==> config.mk <==
export PLATFORM = sky130hd
export DESIGN_NAME = if_id_buffer
export DESIGN_NICKNAME = d
export VERILOG_FILES = /design/src/rtl/if_id_buffer_pkg.sv /design/src/rtl/if_id_buffer_sync_fifo.sv /design/src/rtl/if_id_buffer.sv
export SDC_FILE = /design/constraint.sdc
export NUM_CORES = 1
export LEC_CHECK = 0
export ABC_AREA = 1
export CAP_MARGIN = 20
export CORE_MARGIN = 2
export CORE_UTILIZATION = 57
export CTS_BUF_LIST = sky130_fd_sc_hd__clkbuf_8
export DETAILED_ROUTE_END_ITERATION = 7
export PLACE_DENSITY = 0.82
export RECOVER_POWER = 50
export SKIP_LAST_GASP = 1
export SLEW_MARGIN = 20
export SYNTH_ARGS = -nofsm -noshare
export SYNTH_HDL_FRONTEND = slang
export SYNTH_SLANG_ARGS = --single-unit
export TNS_END_PERCENT = 100
==> constraint.sdc <==
create_clock -name clk -period 7.6 [get_ports clk]
set_input_delay 0.76 -clock clk [delete_from_list [all_inputs] [get_ports clk]]
set_output_delay 0.76 -clock clk [all_outputs]
set_load 0.02 [all_outputs]
==> src/rtl/if_id_buffer_pkg.sv <==
// rtl/if_id_buffer_pkg.sv - shared widths, entry type and bench constants for the IF/ID buffer
package if_id_buffer_pkg;

  localparam int RNG_32 = 32;
  localparam int RNG_64 = 64;

  // One fetched pair as it sits in the buffer: PC in the upper bits, instruction below
  typedef struct packed {
    logic [RNG_64-1:0] pc;
    logic [RNG_32-1:0] instr;
  } if_id_entry_t;

  // First fetch address used by benches after reset
  localparam logic [15:0] RESET_PC = 16'h100;

endpackage

==> src/rtl/if_id_buffer_sync_fifo.sv <==
// rtl/if_id_buffer_sync_fifo.sv - generic DEPTH x WIDTH synchronous FIFO with clear
module if_id_buffer_sync_fifo #(
  parameter int DEPTH = 4,
  parameter int WIDTH = 96
) (
  input  logic                       clk,
  input  logic                       rst,
  input  logic                       push_i,
  input  logic                       pop_i,
  input  logic                       clear_i,
  input  logic [WIDTH-1:0]           wdata_i,
  output logic [WIDTH-1:0]           rdata_o,
  output logic [$clog2(DEPTH+1)-1:0] count_o,
  output logic                       full_o,
  output logic                       empty_o
);

  localparam int PTR_W = $clog2(DEPTH);
  localparam int CNT_W = $clog2(DEPTH + 1);
  localparam logic [CNT_W-1:0] DEPTH_C = CNT_W'(DEPTH);

  logic [WIDTH-1:0] mem_q [DEPTH];
  logic [PTR_W-1:0] wr_ptr_q, wr_ptr_d;
  logic [PTR_W-1:0] rd_ptr_q, rd_ptr_d;
  logic [CNT_W-1:0] count_q, count_d;

  // Next-state pointers and occupancy; clear wins over push/pop, push+pop keeps count
  always_comb begin
    wr_ptr_d = wr_ptr_q;
    rd_ptr_d = rd_ptr_q;
    count_d  = count_q;
    if (clear_i) begin
      wr_ptr_d = '0;
      rd_ptr_d = '0;
      count_d  = '0;
    end else begin
      if (push_i) wr_ptr_d = wr_ptr_q + PTR_W'(1);
      if (pop_i)  rd_ptr_d = rd_ptr_q + PTR_W'(1);
      case ({push_i, pop_i})
        2'b10:   count_d = count_q + CNT_W'(1);
        2'b01:   count_d = count_q - CNT_W'(1);
        default: count_d = count_q;
      endcase
    end
  end

  // Pointer and count registers
  always_ff @(posedge clk or posedge rst) begin
    if (rst) begin
      wr_ptr_q <= '0;
      rd_ptr_q <= '0;
      count_q  <= '0;
    end else begin
      wr_ptr_q <= wr_ptr_d;
      rd_ptr_q <= rd_ptr_d;
      count_q  <= count_d;
    end
  end

  // Storage write; contents need no reset since empty entries are never shown
  always_ff @(posedge clk) begin
    if (push_i && !clear_i) mem_q[wr_ptr_q] <= wdata_i;
  end

  assign rdata_o = mem_q[rd_ptr_q];
  assign count_o = count_q;
  assign full_o  = (count_q == DEPTH_C);
  assign empty_o = (count_q == '0);

endmodule

==> src/rtl/if_id_buffer.sv <==
// rtl/if_id_buffer.sv - IF-to-ID fetch buffer with skid reserve, flush and sticky overflow (IF_ID_PERF_EN adds counters)
module if_id_buffer
  import if_id_buffer_pkg::*;
#(
  parameter int DEPTH   = 4,
  parameter int SKID    = 1,
  parameter int PC_W    = RNG_64,
  parameter int INSTR_W = RNG_32
) (
  input  logic               clk,
  input  logic               rst,
  input  logic [INSTR_W-1:0] i_if_instr,
  input  logic [PC_W-1:0]    i_if_pc,
  input  logic               i_if_valid_instr,
  output logic               o_id_ready,
  input  logic               i_flush,
  output logic [INSTR_W-1:0] o_id_instr,
  output logic [PC_W-1:0]    o_id_pc,
  output logic               o_id_valid,
  input  logic               i_dec_ready,
`ifdef IF_ID_PERF_EN
  output logic [31:0]        o_stall_cnt,
  output logic [31:0]        o_flush_drop_cnt,
`endif
  output logic               o_overflow
);

  localparam int W     = PC_W + INSTR_W;
  localparam int CNT_W = $clog2(DEPTH + 1);
  // Ready drops early enough that the fetch already in flight still finds room
  localparam logic [CNT_W-1:0] READY_LIM = CNT_W'(DEPTH - SKID);

  logic [W-1:0]     fifo_rdata;
  logic [CNT_W-1:0] fifo_count;
  logic             fifo_full;
  logic             fifo_empty;
  logic             push;
  logic             pop;
  logic             overflow_q, overflow_d;

  // A pop in the same cycle frees a slot, so a full buffer still accepts a push then
  assign pop  = ~fifo_empty & i_dec_ready & ~i_flush;
  assign push = i_if_valid_instr & ~i_flush & (~fifo_full | pop);

  if_id_buffer_sync_fifo #(
    .DEPTH (DEPTH),
    .WIDTH (W)
  ) u_fifo (
    .clk     (clk),
    .rst     (rst),
    .push_i  (push),
    .pop_i   (pop),
    .clear_i (i_flush),
    .wdata_i ({i_if_pc, i_if_instr}),
    .rdata_o (fifo_rdata),
    .count_o (fifo_count),
    .full_o  (fifo_full),
    .empty_o (fifo_empty)
  );

  // Ready is a function of registered occupancy only, keeping IF's PC select loop-free
  assign o_id_ready = (fifo_count < READY_LIM);
  assign o_id_valid = ~fifo_empty;
  assign {o_id_pc, o_id_instr} = fifo_empty ? '0 : fifo_rdata;
  assign o_overflow = overflow_q;

  // Overflow latches when a fetch is dropped against a full, non-draining buffer
  always_comb begin
    overflow_d = overflow_q | (i_if_valid_instr & ~i_flush & fifo_full & ~pop);
  end

  // Sticky overflow flag, cleared only by reset
  always_ff @(posedge clk or posedge rst) begin
    if (rst) overflow_q <= 1'b0;
    else     overflow_q <= overflow_d;
  end

`ifdef IF_ID_PERF_EN
  logic [31:0] stall_cnt_q, stall_cnt_d;
  logic [31:0] flush_drop_q, flush_drop_d;
  logic [32:0] drop_sum;

  // Saturating stall and flushed-entry counters
  always_comb begin
    stall_cnt_d  = stall_cnt_q;
    flush_drop_d = flush_drop_q;
    drop_sum     = {1'b0, flush_drop_q} + 33'(fifo_count);
    if (!o_id_ready && stall_cnt_q != 32'hFFFF_FFFF) stall_cnt_d = stall_cnt_q + 32'd1;
    if (i_flush) flush_drop_d = drop_sum[32] ? 32'hFFFF_FFFF : drop_sum[31:0];
  end

  // Performance counter registers
  always_ff @(posedge clk or posedge rst) begin
    if (rst) begin
      stall_cnt_q  <= '0;
      flush_drop_q <= '0;
    end else begin
      stall_cnt_q  <= stall_cnt_d;
      flush_drop_q <= flush_drop_d;
    end
  end

  assign o_stall_cnt      = stall_cnt_q;
  assign o_flush_drop_cnt = flush_drop_q;
`endif

endmodule

==> qor.yml <==
status: "finished, violations left"
violations: "capacitance limit, slew limit"
arrival_ns: 4.64
fmax_mhz: 185
fin_nets: 1507
finalMaxSlewViolations: 206
r2r-end: "u_fifo.mem_q[1][7]"
netlist_instances: 1204
p_leak_uw: 0.00635
place.gp.congestion: 0.774
layout_commonest_cell: "nor2_1"
clock_latency_ns: 0.58
ys_warn_count: 0
rr_worst_depth: 8
path_class: "reg2out"
clk_pin_slew_ns: 0.06
syn_to_final_growth_pct: 20.2
grt.overflow.total: 0
start_util: 0.577
worst_pin_slew_ns: 2.86
fin_crit_sh: 0.711
hpwl_mm: 18.5
antenna_found_initial: 6
p_int_uw: 4020
die_w_um: 169
start_kind: "register"
die_y_um: 169
pin_count: 200
crit_path_start: "u_fifo.count_o[0]"
cts_resized: 0
whs_ns: 0.473
finalCriticalPeriod_ns: 5.40
finalWorstSetupSlack_ns: 2.20
postRouteAntennaNets: 0
ir_drop_v: 0.000242
cts_tree: "yes"
clock-root-buffer: "clkbuf_8"
first_iter_violations: 1133
cts_made_buffers: 56
rsz0062_at_grt: "no"
synth_cell_types: 26
power_frac_seq: 0.425
slew_headroom: -0.905
wirelength_mm: 33.5
grt_pass1_vias: 10003
p_clk_frac: 0.250
grt_max_degree: 110
dp_slack_ns: 3.14
die_area_um2: 28500
numPortBuffers: 199
final.setup.tns_ns: 0
endpoint_kind: "output port"
worstSetupEndpoint: "o_id_instr[19]"
grt_pass1_wl_mm: 51.8
p_comb_frac: 0.325
grt_usage: 0.233
r2r_slack_ns: 2.96
finalHoldViolCount: 0
hold_path_class: "reg2reg"
h-tree-depth: 2
drc: 0
wl_per_cell_um: 18.7
vias: 10030
powerDensity_nw_per_um2: 326
power.switching_uw: 2040
final_cell_mix: "nor2_1, edfxtp_1, o21ai_0"
seq_area_frac_synth: 0.758
cts_setup_buffers: 0
drive_above_1_share: 0.0726
swShare: 0.337
r2r_start: "u_fifo.count_o[0]"
total_power_uw: 6070
final_util: 0.694
hold_buffers: 0
rows: 60
worstPathRequired_ns: 6.84
synth_area_per_cell_um2: 12.8
core_area_um2: 26800
clockBufferDepth: 3
ys_seq_elements: 392
cts_sinks: 392
skew_ns: 0.0222
max-cap-violations: 5
synth_nets: 1310
vias_per_cell: 5.60
crit_path_max_fanout: 53
netlist_area_um2: 15500
dr.pass1.iters: 5
finalSetupViolations: 0
[critical path: stages (launching register included)]
cell,delay (ns)
dfrtp_1,0.48
nor2_4,0.09
nand2_4,0.09
clkinvlp_2,1.46
buf_4,0.92
a21oi_1,0.33
clkdlybuf4s50_1,0.67
[per-stage QoR]
stage,cells,cell area [um^2]
detailed placement,1682,17500
global route,1792,18600
finish,1792,18600
floorplan,1204,15500
CTS,1785,18600
global placement,1682,17500
[power by group through the flow]
stage	Sequential (uW)	Combinational, uW	Clock, uW
2_1_floorplan	2600	1180	0
3_3_place_gp	2640	1910	0
3_5_place_dp	2650	1930	0
4_1_cts	2610	1940	1540
5_1_grt	2590	2120	1630
6_report	2580	1970	1520
[cells in the mapped netlist]
master	instances	area [um^2]
ha_1	4	50.1
nor2_1	392	1470
xnor2_1	1	8.76
clkbuf_1	12	45.0
a21oi_1	99	495
inv_1	13	48.8
o21ai_1	1	5.00
nand4_1	1	6.26
nor2_4	1	11.3
dfrtp_1	8	200
buf_1	3	11.3
edfxtp_1	384	11500
a31oi_2	1	12.5
o21bai_1	1	7.51
clkbuf_2	18	90.1
buf_2	10	50.1
buf_4	12	90.1
inv_2	5	18.8
nand2_2	1	6.26
nor2_2	1	6.26
nand3_1	10	50.1
fa_1	1	20.0
o21ai_0	192	961
nand2_1	13	48.8
nand2_4	1	11.3
buf_6	19	214
[final cells by class]
| cell class | count | area, um^2 |
|---|---|---|
| Sequential cell | 392 | 11700 |
| Fill cell | 1786 | 8210 |
| Multi-Input combinational cell | 720 | 3180 |
| Timing Repair Buffer | 213 | 2120 |
| Clock buffer | 59 | 812 |
| Tap cell | 341 | 427 |
| Clock inverter | 44 | 224 |
| Inverter | 18 | 72.6 |
| Antenna cell | 5 | 12.5 |
[worst min-delay path by stage]
| stage | from | to | slack (ns) | depth (start not counted) |
|---|---|---|---|---|
| 2_1_floorplan | u_fifo.wr_ptr_q[1] | u_fifo.wr_ptr_q[1] | 0.52 | 2 |
| 3_3_place_gp | o_overflow | o_overflow | 0.47 | 1 |
| 3_5_place_dp | o_overflow | o_overflow | 0.47 | 1 |
| 4_1_cts | rst | u_fifo.count_o[1] | 0.42 | 2 |
| 5_1_grt | o_overflow | o_overflow | 0.51 | 1 |
| 6_report | o_overflow | o_overflow | 0.47 | 1 |
[cell families (layout without fill, tap and decap cells)]
logic type                 after synthesis  after routing  share of synthesized area
AOI/OAI and AO/OA                      294            294                     0.0958
xor gates and xnor gates                 1              1                   0.000566
adders and majority gates                5              5                    0.00453
buffers and inverters                   92            334                     0.0367
DFF                                    392            392                      0.758
other                                    0              5                          0
and+or+nand+nor                        420            420                      0.104
[per-layer routing]
metal | routed length (um) | global-route usage | vias up
met1 | 13600 | 0.312 | 4799
met3 | 2710 | 0.0426 | 63
li1 | - | - | 4670
met5 | 0 | 0 | -
met4 | 683 | 0.0757 | 0
met2 | 16500 | 0.392 | 498
[registers in the layout (all words and copies together) (netlist names)]
name,count
o_overflow,1
u_fifo.count_o,3
u_fifo.mem_q,384
u_fifo.rd_ptr_q,2
u_fifo.wr_ptr_q,2
(Power assumes the default switching activity.)
